<file path="src/rtl/fifo_drain_arbiter.sv">
// fifo_drain_arbiter
// Round-robin pop scheduler for eight show-ahead FIFOs sharing one 8:1 read mux.
// Each cycle one requesting source is popped. The muxed word is captured, tagged
// with its source index, into a one-entry valid/ready output register.
module fifo_drain_arbiter #(
   parameter int bw   = 4,
   parameter int simd = 1
) (
   input  logic                 clk,
   input  logic                 reset_n,
   input  logic                 en,
   input  logic [7:0]           req,
   output logic [7:0]           rd,
   output logic [2:0]           sel,
   input  logic [simd*bw-1:0]   mux_out,
   output logic [simd*bw-1:0]   out_data,
   output logic [2:0]           out_src,
   output logic                 out_valid,
   input  logic                 out_ready
);

   localparam int W = simd * bw;

   logic [2:0]   last_gnt_q, last_gnt_d;
   logic         out_valid_q, out_valid_d;
   logic [W-1:0] out_data_q, out_data_d;
   logic [2:0]   out_src_q, out_src_d;

   // Requests rotated so that bit k is the source k+1 places after the last grant.
   logic [7:0]   req_rot;
   logic [2:0]   rot_offset;
   logic [2:0]   gnt_idx;
   logic         slot_free;
   logic         grant;

   genvar gi;
   generate
      for (gi = 0; gi < 8; gi++) begin : g_rot
         assign req_rot[gi] = req[3'(last_gnt_q + 3'(gi + 1))];
      end
   endgenerate

   // Priority-encode the rotated request vector: lowest set bit wins.
   always_comb begin
      logic found;
      found      = 1'b0;
      rot_offset = 3'd0;
      for (int k = 0; k < 8; k++) begin
         if (!found && req_rot[k]) begin
            found      = 1'b1;
            rot_offset = 3'(k);
         end
      end
   end

   // Grant decision, pop strobe and mux select; reset_n gates rd so that an
   // asserted reset silences the FIFOs without waiting for a clock edge.
   always_comb begin
      slot_free = !out_valid_q || out_ready;
      grant     = en && slot_free && (req != 8'd0) && reset_n;
      gnt_idx   = last_gnt_q + rot_offset + 3'd1;
      rd        = 8'd0;
      sel       = last_gnt_q;
      if (grant) begin
         rd  = 8'd1 << gnt_idx;
         sel = gnt_idx;
      end
   end

   // Next state of the output register and round-robin pointer.
   always_comb begin
      last_gnt_d  = last_gnt_q;
      out_valid_d = out_valid_q;
      out_data_d  = out_data_q;
      out_src_d   = out_src_q;
      if (grant) begin
         // An accept in the same cycle is implied by slot_free: word replaced, no bubble.
         last_gnt_d  = gnt_idx;
         out_valid_d = 1'b1;
         out_data_d  = mux_out;
         out_src_d   = gnt_idx;
      end else if (out_valid_q && out_ready) begin
         out_valid_d = 1'b0;
      end
   end

   // State registers; last_gnt resets to 7 so source 0 is scanned first.
   always_ff @(posedge clk or negedge reset_n) begin
      if (!reset_n) begin
         last_gnt_q  <= 3'd7;
         out_valid_q <= 1'b0;
         out_data_q  <= '0;
         out_src_q   <= 3'd0;
      end else begin
         last_gnt_q  <= last_gnt_d;
         out_valid_q <= out_valid_d;
         out_data_q  <= out_data_d;
         out_src_q   <= out_src_d;
      end
   end

   assign out_valid = out_valid_q;
   assign out_data  = out_data_q;
   assign out_src   = out_src_q;

endmodule

</file>
<file path="config.mk">
export PLATFORM = sky130hd
export DESIGN_NAME = fifo_drain_arbiter
export DESIGN_NICKNAME = d
export VERILOG_FILES = /design/src/rtl/fifo_drain_arbiter.sv
export SDC_FILE = /design/constraint.sdc
export NUM_CORES = 1
export LEC_CHECK = 0
export ABC_AREA = 1
export CORE_MARGIN = 3
export CORE_UTILIZATION = 30
export DETAILED_ROUTE_END_ITERATION = 6
export MAX_ROUTING_LAYER = met4
export PLACE_DENSITY = 0.55
export RECOVER_POWER = 25
export SYNTH_ARGS = -nofsm -noshare
export SYNTH_HDL_FRONTEND = slang
export SYNTH_SLANG_ARGS = --single-unit
</file>
<file path="constraint.sdc">
create_clock -name clk -period 3.6 [get_ports clk]
set_input_delay 0.54 -clock clk [delete_from_list [all_inputs] [get_ports clk]]
set_output_delay 0.54 -clock clk [all_outputs]
set_load 0.005 [all_outputs]
</file>
Word level (Yosys, flattened, before mapping) --
Index checks and enable logic that the tools add are counted.
Storage, ports and cells: register bits 11, word-level logic and storage cells 78, bits of input ports 16, output and inout port bits 19
Operators by class: reduce and logical (&&, ||, !) cells 22, shifts and indexed selects 1, $lt $le $gt $ge 8, multiplexer cells 34, $add $sub $neg 9
Operator list (number):
- 3-bit by 4-bit less-than comparator with 1-bit output (second input constant) | 8
- 1-bit binary-select mux with 3-bit select | 8
- 1-bit two-way mux | 18
- 3-bit two-way mux | 6
- 3-bit adder (second input constant) | 4
- 1-bit logical AND | 11
- 1-bit logical NOT | 8
- 8-bit two-way mux | 1
- 8-bit nonzero test | 1
- 1-bit by 3-bit << shifter with 8-bit output (first input constant) | 1
- 3-bit by 1-bit adder with 3-bit output (second input constant) | 2
- 3-bit by 2-bit adder with 3-bit output (second input constant) | 2
- 3-bit adder | 1
- 2-bit two-way mux | 1
- 2-bit nonzero test | 1
- 1-bit logical OR | 1

Longest topological paths before layout --
Gate-level depths: netlist of run 1.
word-level depth 29, mapped depth 20, depth with buffers taken out 19

Worst setup path after synthesis of run 1 --
Ideal clock, no wire load.
path kind register to output, start point register last_gnt_q[0], end point output port sel[2], cell stages (with the launch flop) 21, path buffers 1, slack 0.052 ns, arrival time 3.008 ns, required time 3.060 ns, cell sequence dfstp_2 buf_6 inv_6 ha_1 inv_1 nand3_1 nand2_1 nand2_1 nand2_2 nand2_2 nor2_4 nand4_2 o2111a_1 ha_1 fa_1 xor2_1 inv_1 nand3_1 nand2_4 nand2_2 nand2_1
Between the ends: cells in the longest elaborated chain, start to end 28, elaborated cells between the ends (all ways) 54, those cells by class 9 x add/sub; 31 x mux; 14 x reduce/logical
RTL lines:
- from (decl) | line 24 | logic [2:0] last_gnt_q, last_gnt_d;
- from (signal assigned) | line 95 | last_gnt_q <= last_gnt_d;
- 3-bit by 1-bit adder with 3-bit output | line 39 | assign req_rot[gi] = req[3'(last_gnt_q + 3'(gi + 1))];
- 1-bit binary-select mux with 3-bit select | line 39
- 1-bit two-way mux (implied by the code) | line 39
- 1-bit two-way mux | line 49 | if (!found && req_rot[k]) begin
- 1-bit logical NOT | line 49
- 1-bit logical AND | line 49
- 1-bit two-way mux | line 49
- 1-bit logical NOT | line 49
- [... 12 more ...]
- 1-bit logical AND | line 49
- 1-bit two-way mux | line 49
- 1-bit logical NOT | line 49
- 1-bit logical AND | line 49
- 3-bit two-way mux | line 49
- 3-bit adder * | line 61 | gnt_idx = last_gnt_q + rot_offset + 3'd1;
- 3-bit by 1-bit adder with 3-bit output * | line 61
- 3-bit two-way mux * | line 64 | if (grant) begin
- to (decl) | line 14 | output logic [2:0] sel,
Mark *: on every way between the ends. The rest lies on a longest branch, timed or not. The select of a mux whose other input is x is not followed.

Final worst setup path of run 1 --
start point register last_gnt_q[0], end point output port rd[3]
Between the ends: cells in the longest elaborated chain, start to end 29, elaborated cells between the ends (all ways) 55, those cells by class 9 x add/sub; 1 x shift; 31 x mux; 14 x reduce/logical
RTL lines:
- 3-bit by 1-bit adder with 3-bit output | line 39
- 1-bit binary-select mux with 3-bit select | line 39
- 1-bit two-way mux (implied by the code) | line 39
- 1-bit two-way mux | line 49
- 1-bit logical NOT | line 49
- 1-bit logical AND | line 49
- 1-bit two-way mux | line 49
- 1-bit logical NOT | line 49
- [... 13 more ...]
- 1-bit two-way mux | line 49
- 1-bit logical NOT | line 49
- 1-bit logical AND | line 49
- 3-bit two-way mux | line 49
- 3-bit adder * | line 61
- 3-bit by 1-bit adder with 3-bit output * | line 61
- 1-bit by 3-bit << shifter with 8-bit output * | line 65 | rd = 8'd1 << gnt_idx;
- 8-bit two-way mux * | line 64
- to (decl) | line 13 | output logic [7:0] rd,
Marked as above.

==> flow_metrics.tcl, run 1 <==
set metrics [dict create \
    outcome "finished, violations left" \
    violations "setup timing" \
    synth_most_common_cell "nand2_1" \
    min_period_ns 3.821 \
    grt_pass1_wl_um 5885 \
    finalHoldViolCount 0 \
    avgSynthCellArea_sq_um 6.680 \
    synth_seq_cells 11 \
    multi_input_area_sq_um 914.6 \
    ctsHoldBuffers 0 \
    finalInstanceArea_sq_um 2018 \
    required_ns 3.06 \
    num_io_pins 35 \
    fmax_ghz 0.2617 \
    clock_path_buffers 2 \
    drt-initial-drc-count 50 \
    r2r_start "last_gnt_q[0]" \
    synthCells 171 \
    synthArstFlopShare_pct 100.0 \
    grt_overflow 0 \
    place_hpwl_um 2649 \
    grt_start_max_net_pins 12 \
    grt_pass1_vias 1439 \
    path_class "flip-flop to primary output" \
    slew_headroom_pct 59.92 \
    htreeDepth 1 \
    syn_area_sq_um 1142 \
    viasPerCell 4.679 \
    preCtsSetupSlack_ns -0.5577 \
    ys_types 28 \
    routed_wl_um 3576 \
    core_sq_um 3495 \
    antenna_found_initial 0 \
    worst_pin_slew_ns 0.6012 \
    gp_congestion 0.8130 \
    setup_ws_ns -0.2214 \
    startpoint_type "flip-flop" \
    crit_path_cell_trace "inv_6 -> ha_4 -> buf_6 -> nand3_4 -> nand2_2 -> nand2_2 -> nand2_2 -> nand2_4 -> nor2_4 -> nand3_1 -> o2111a_1 -> ha_2 -> fa_2 -> xor2_2 -> inv_1 -> nand3_2 -> nand2_4 -> buf_6 -> nor2_1 -> buf_2" \
    cts_buffers 3 \
    diodes 0 \
    utilization_pct 57.75 \
    path_clk_slew_ns 0.05 \
    drv_slew 0 \
    min_path_type "flip-flop to flip-flop" \
    ant_nets 0 \
    crit_family "adder cells" \
    wl_per_cell_um 12.20 \
    crit_start "last_gnt_q[0]" \
    synth_edf_count 0 \
    synthTopCellsByCount "nand2_1 (65), nand3_1 (21), nand2_2 (15)" \
    post-route-period-util_pct 106.2 \
    rows 21 \
    grt_setup_unrepaired "true" \
    cpMaxStageDelayCell "dfstp_2" \
    ys_top_cells_by_area "nand2_1 (21%), dfrtp_1 (18%), nand3_1 (9.2%), nand2_2 (8.2%), dfstp_2 (6.9%)" \
    num_vias 1371 \
    syn_nets 191 \
    final_layout_size_suffix_gt1_share_pct 50.61 \
    die_height_um 67.71 \
    hp-start "out_data[0]" \
    insertion_delay_ns 0.23 \
    nets 268 \
    yosys.area.top_type "nand2_1" \
    syn_to_final_growth_pct 76.67 \
    placed_cells 272 \
    path_common_cell "nand2_2" \
    fillers 321 \
    cap_violations 0 \
    synth_top_area_share_pct 21.36 \
    cp_max_fo 5 \
    io_buffers 34 \
    initial_utilization_pct 32.69 \
    place_area_sq_um 1690 \
    critPathArrivalTime_ns 3.28 \
    die_w_um 67.71 \
    root_buffer "clkbuf_8" \
    seq_area_frac_synth_pct 24.42 \
    finalClockSkew_ns 0.002283 \
    synth_flop_cell "dfrtp_1" \
    critPathMaxStageDelay_ns 0.56 \
    end_kind "primary output" \
    globalRouteTotalUtil_pct 17.00 \
    yosys_warnings 0 \
    fin_cells 293 \
    setup_viol 11 \
    cts_tree "built" \
    timing.critical_path.buf_inv 5 \
    firstDrtPassIters 4 \
    drc 0 \
    dieArea_sq_um 4584 \
    clkSinkCount 11 \
    seqCellArea_sq_um 279.0 \
]
state kept, by name, summed over array words and instances (netlist names):
name        count
out_data        4
last_gnt_q      3
out_valid       1
out_src         3
per-stage QoR:
step	TNS, ns	hold slack [ns]
after floorplan	0	0.2444
after global placement	-4.686	0.4657
after detailed placement	-5.373	0.4646
after global routing	-3.857	0.5214
final	-1.882	0.4821
after CTS	-1.814	0.4873
cell families (layout without fill, tap and decap cells):
family | after synthesis | in the layout | share of synthesized area (%)
DFF | 11 | 11 | 24.43
AOI/OAI and AO/OA | 8 | 8 | 5.147
adders and majority gates | 4 | 4 | 5.039
xor gates and xnor gates | 4 | 4 | 3.725
and+or+nand+nor | 123 | 123 | 52.13
buffers and inverters | 21 | 97 | 9.529
tightest hold or removal path, delay by kind of cell (launching register included):
family           cells  cell delay (ns)
DFF                  1             0.34
and+or+nand+nor      2             0.10
placed cells by master (no fill, tap or decap), types with 3 or more instances in the layout:
cell | synthesis | layout
buf_2 | 0 | 10
buf_4 | 0 | 29
buf_6 | 3 | 12
clkbuf_8 | 0 | 3
clkdlybuf4s50_1 | 0 | 22
dfrtp_1 | 8 | 8
dfstp_2 | 3 | 3
inv_1 | 12 | 9
inv_2 | 3 | 5
nand2_1 | 65 | 54
nand2_2 | 15 | 24
nand2_4 | 1 | 3
nand3_1 | 21 | 14
nand3_2 | 5 | 10
nor2_1 | 8 | 3
nor2_2 | 4 | 8
worst paths after layout:
check,endpoint,slack [ns],cells past startpoint
min reg2reg,out_data[0],0.48,2
min in group asynchronous,out_valid,0.86,2
min,out_data[0],0.48,2
max reg2reg,out_src[2],-0.12,27
max in group asynchronous,out_src[2],2.35,2
max,rd[3],-0.22,20
layout make-up:
cell class	instances	share of cell area, %
Multi-Input combinational cell	139	45.32
Inverter	17	3.782
Sequential cell	11	13.83
Tap cell	46	2.852
Clock buffer	4	2.232
Timing Repair Buffer	76	31.99
per-layer routing:
layer	vias to the layer above	part of all wire (%)	global-route usage (%)
met5	-	0	-
met4	0	1.5	6.076
met3	8	2.9	1.997
met2	35	56	30.01
met1	631	39	19.64
li1	697	-	-
repair_timing:
action,4_1_cts,5_1_grt
gates resized for setup,74,23
setup buffers,18,0
setup endpoints to repair,11,12
pin swaps,16,9
Power of run 1 is not shown: default switching activity piles up to over one toggle a cycle in this logic, so the estimate is an artifact.
==> inputs of run 2 (changes only) <==
Settings changed: CORE_ASPECT_RATIO set to 0.5, SLEW_MARGIN set to 20.
==> run 2 against run 1 <==
- the flow still finishes with violations (setup timing)
- design area shrank 3.2%
- sequential cell count is the same
- fmax shrank 1.2%
- critical path depth grew 1
- clock skew is essentially flat
- sequential share of layout area grew 0.46 points
- register-to-register slack gained 0.45 ns
- final cell count is the same
- critical endpoint is now rd[1]
==> flow_metrics.tcl, run 2 (synthesis results as in run 1) <==
set metrics [dict create \
    outcome "finished, violations left" \
    violations "setup timing" \
    fmax_ghz 0.2585 \
    ant_nets 0 \
    routed_wl_um 3520 \
    setup_ws_ns -0.2683 \
    syn_to_final_growth_pct 70.97 \
    setup_viol 10 \
    grt_pass1_wl_um 5754 \
    place_area_sq_um 1667 \
    num_io_pins 35 \
    end_kind "primary output" \
    wl_per_cell_um 12.01 \
    firstDrtPassIters 4 \
    slew_headroom_pct 59.50 \
    cts_buffers 3 \
    grt_start_max_net_pins 12 \
    clock_path_buffers 2 \
    globalRouteTotalUtil_pct 15.71 \
    cts_tree "built" \
    grt_pass1_vias 1304 \
    final_common_cell "nand2_1" \
    critPathArrivalTime_ns 3.33 \
    nets 263 \
    min_path_type "flip-flop to flip-flop" \
    worst_pin_slew_ns 0.6075 \
    die_height_um 49.64 \
    dieArea_sq_um 4629 \
    place_hpwl_um 2550 \
    rrSetupSlack_ns 0.33 \
    viasPerCell 4.608 \
    num_vias 1350 \
    htreeDepth 1 \
    startpoint_type "flip-flop" \
    grt_setup_unrepaired "true" \
    final_layout_size_suffix_gt1_share_pct 49.17 \
    root_buffer "clkbuf_8" \
    mostFrequentLayoutCells "nand2_1 (52), buf_4 (30), nand2_2 (26)" \
    rows 15 \
    fillers 318 \
    core_sq_um 3547 \
    required_ns 3.06 \
    insertion_delay_ns 0.24 \
    clkSinkCount 11 \
    cap_violations 0 \
    largest_reg_flops 4 \
    finalHoldViolCount 0 \
    path_clk_slew_ns 0.05 \
    post-route-period-util_pct 107.5 \
    min_period_ns 3.868 \
    finalInstanceArea_sq_um 1953 \
    initial_utilization_pct 32.20 \
    antenna_found_initial 0 \
    grt_overflow 0 \
    finalClockSkew_ns 0.001806 \
    gp_congestion 0.7497 \
    cp_max_fo 4 \
    drc 0 \
    ctsHoldBuffers 0 \
    diodes 0 \
    die_w_um 93.27 \
    drt-initial-drc-count 34 \
    drv_slew 0 \
    io_buffers 34 \
    path_class "flip-flop to primary output" \
]
[run 2: path summary, 6_finish.rpt]
check | cells past startpoint | end | from
setup / recovery | 21 | rd[1] | last_gnt_q[0]
hold / removal | 2 | out_data[2] | out_data[2]
max in group asynchronous | 2 | out_src[2] | reset_n
hold reg to reg | 2 | out_data[2] | out_data[2]
min in group asynchronous | 2 | out_valid | reset_n
setup reg to reg | 23 | last_gnt_q[2] | last_gnt_q[0]
[run 2: routing by layer]
layer / up-vias / wire, um / track usage [%]
met5: - / 0 / -
met2: 18 / 1726 / 26.75
li1: 687 / - / -
met4: 0 / 21 / 1.460
met1: 640 / 1667 / 20.20
met3: 5 / 104 / 3.049
[run 2: final cells by class]
cell class | count | area (sq um) | share of cell area (%)
inverters | 17 | 73.82 | 3.780
repair buffers | 71 | 590.6 | 30.24
multi-input cells | 139 | 900.9 | 46.12
well taps | 51 | 63.81 | 3.267
clock buffers | 4 | 45.04 | 2.306
flip-flops and latches | 11 | 279.0 | 14.29
[run 2: what timing repair did]
| item | 4_1_cts | 5_1_grt |
|---|---|---|
| pin swaps | 17 | 17 |
| setup endpoints to repair | 11 | 11 |
| buffers inserted | 16 | 1 |
| gates resized for setup | 58 | 28 |
[run 2: critical path, cell delays in order, from the launching register on]
cell and delay [ns]:
dfstp_2 0.58, inv_6 0.04, ha_4 0.29, buf_6 0.11
nand3_4 0.08, nand2_2 0.07, nand2_2 0.05, nand2_2 0.08
nand2_2 0.08, nor2_4 0.16, buf_4 0.13, nand3_1 0.08
a21oi_2 0.13, a21oi_2 0.06, fa_2 0.37, xor2_2 0.16
buf_4 0.13, nand2_2 0.06, nand2_4 0.06, buf_4 0.15
nor2_1 0.08, buf_2 0.12
[run 2: metrics by stage]
step / hold WS [ns] / util, % / setup TNS, ns / setup WS, ns / std cells
after floorplan: 0.2444 / - / 0 / 0.05171 / 171
after global placement: 0.4624 / 46.98 / -5.055 / -0.5310 / 273
after detailed placement: 0.4685 / 46.98 / -5.500 / -0.5790 / 273
after CTS: 0.4831 / 52.42 / -2.243 / -0.2681 / 293
after global routing: 0.5067 / 55.06 / -4.079 / -0.4438 / 293
final: 0.4834 / 55.06 / -2.289 / -0.2683 / 293
Power of run 2 is left out for the same reason.
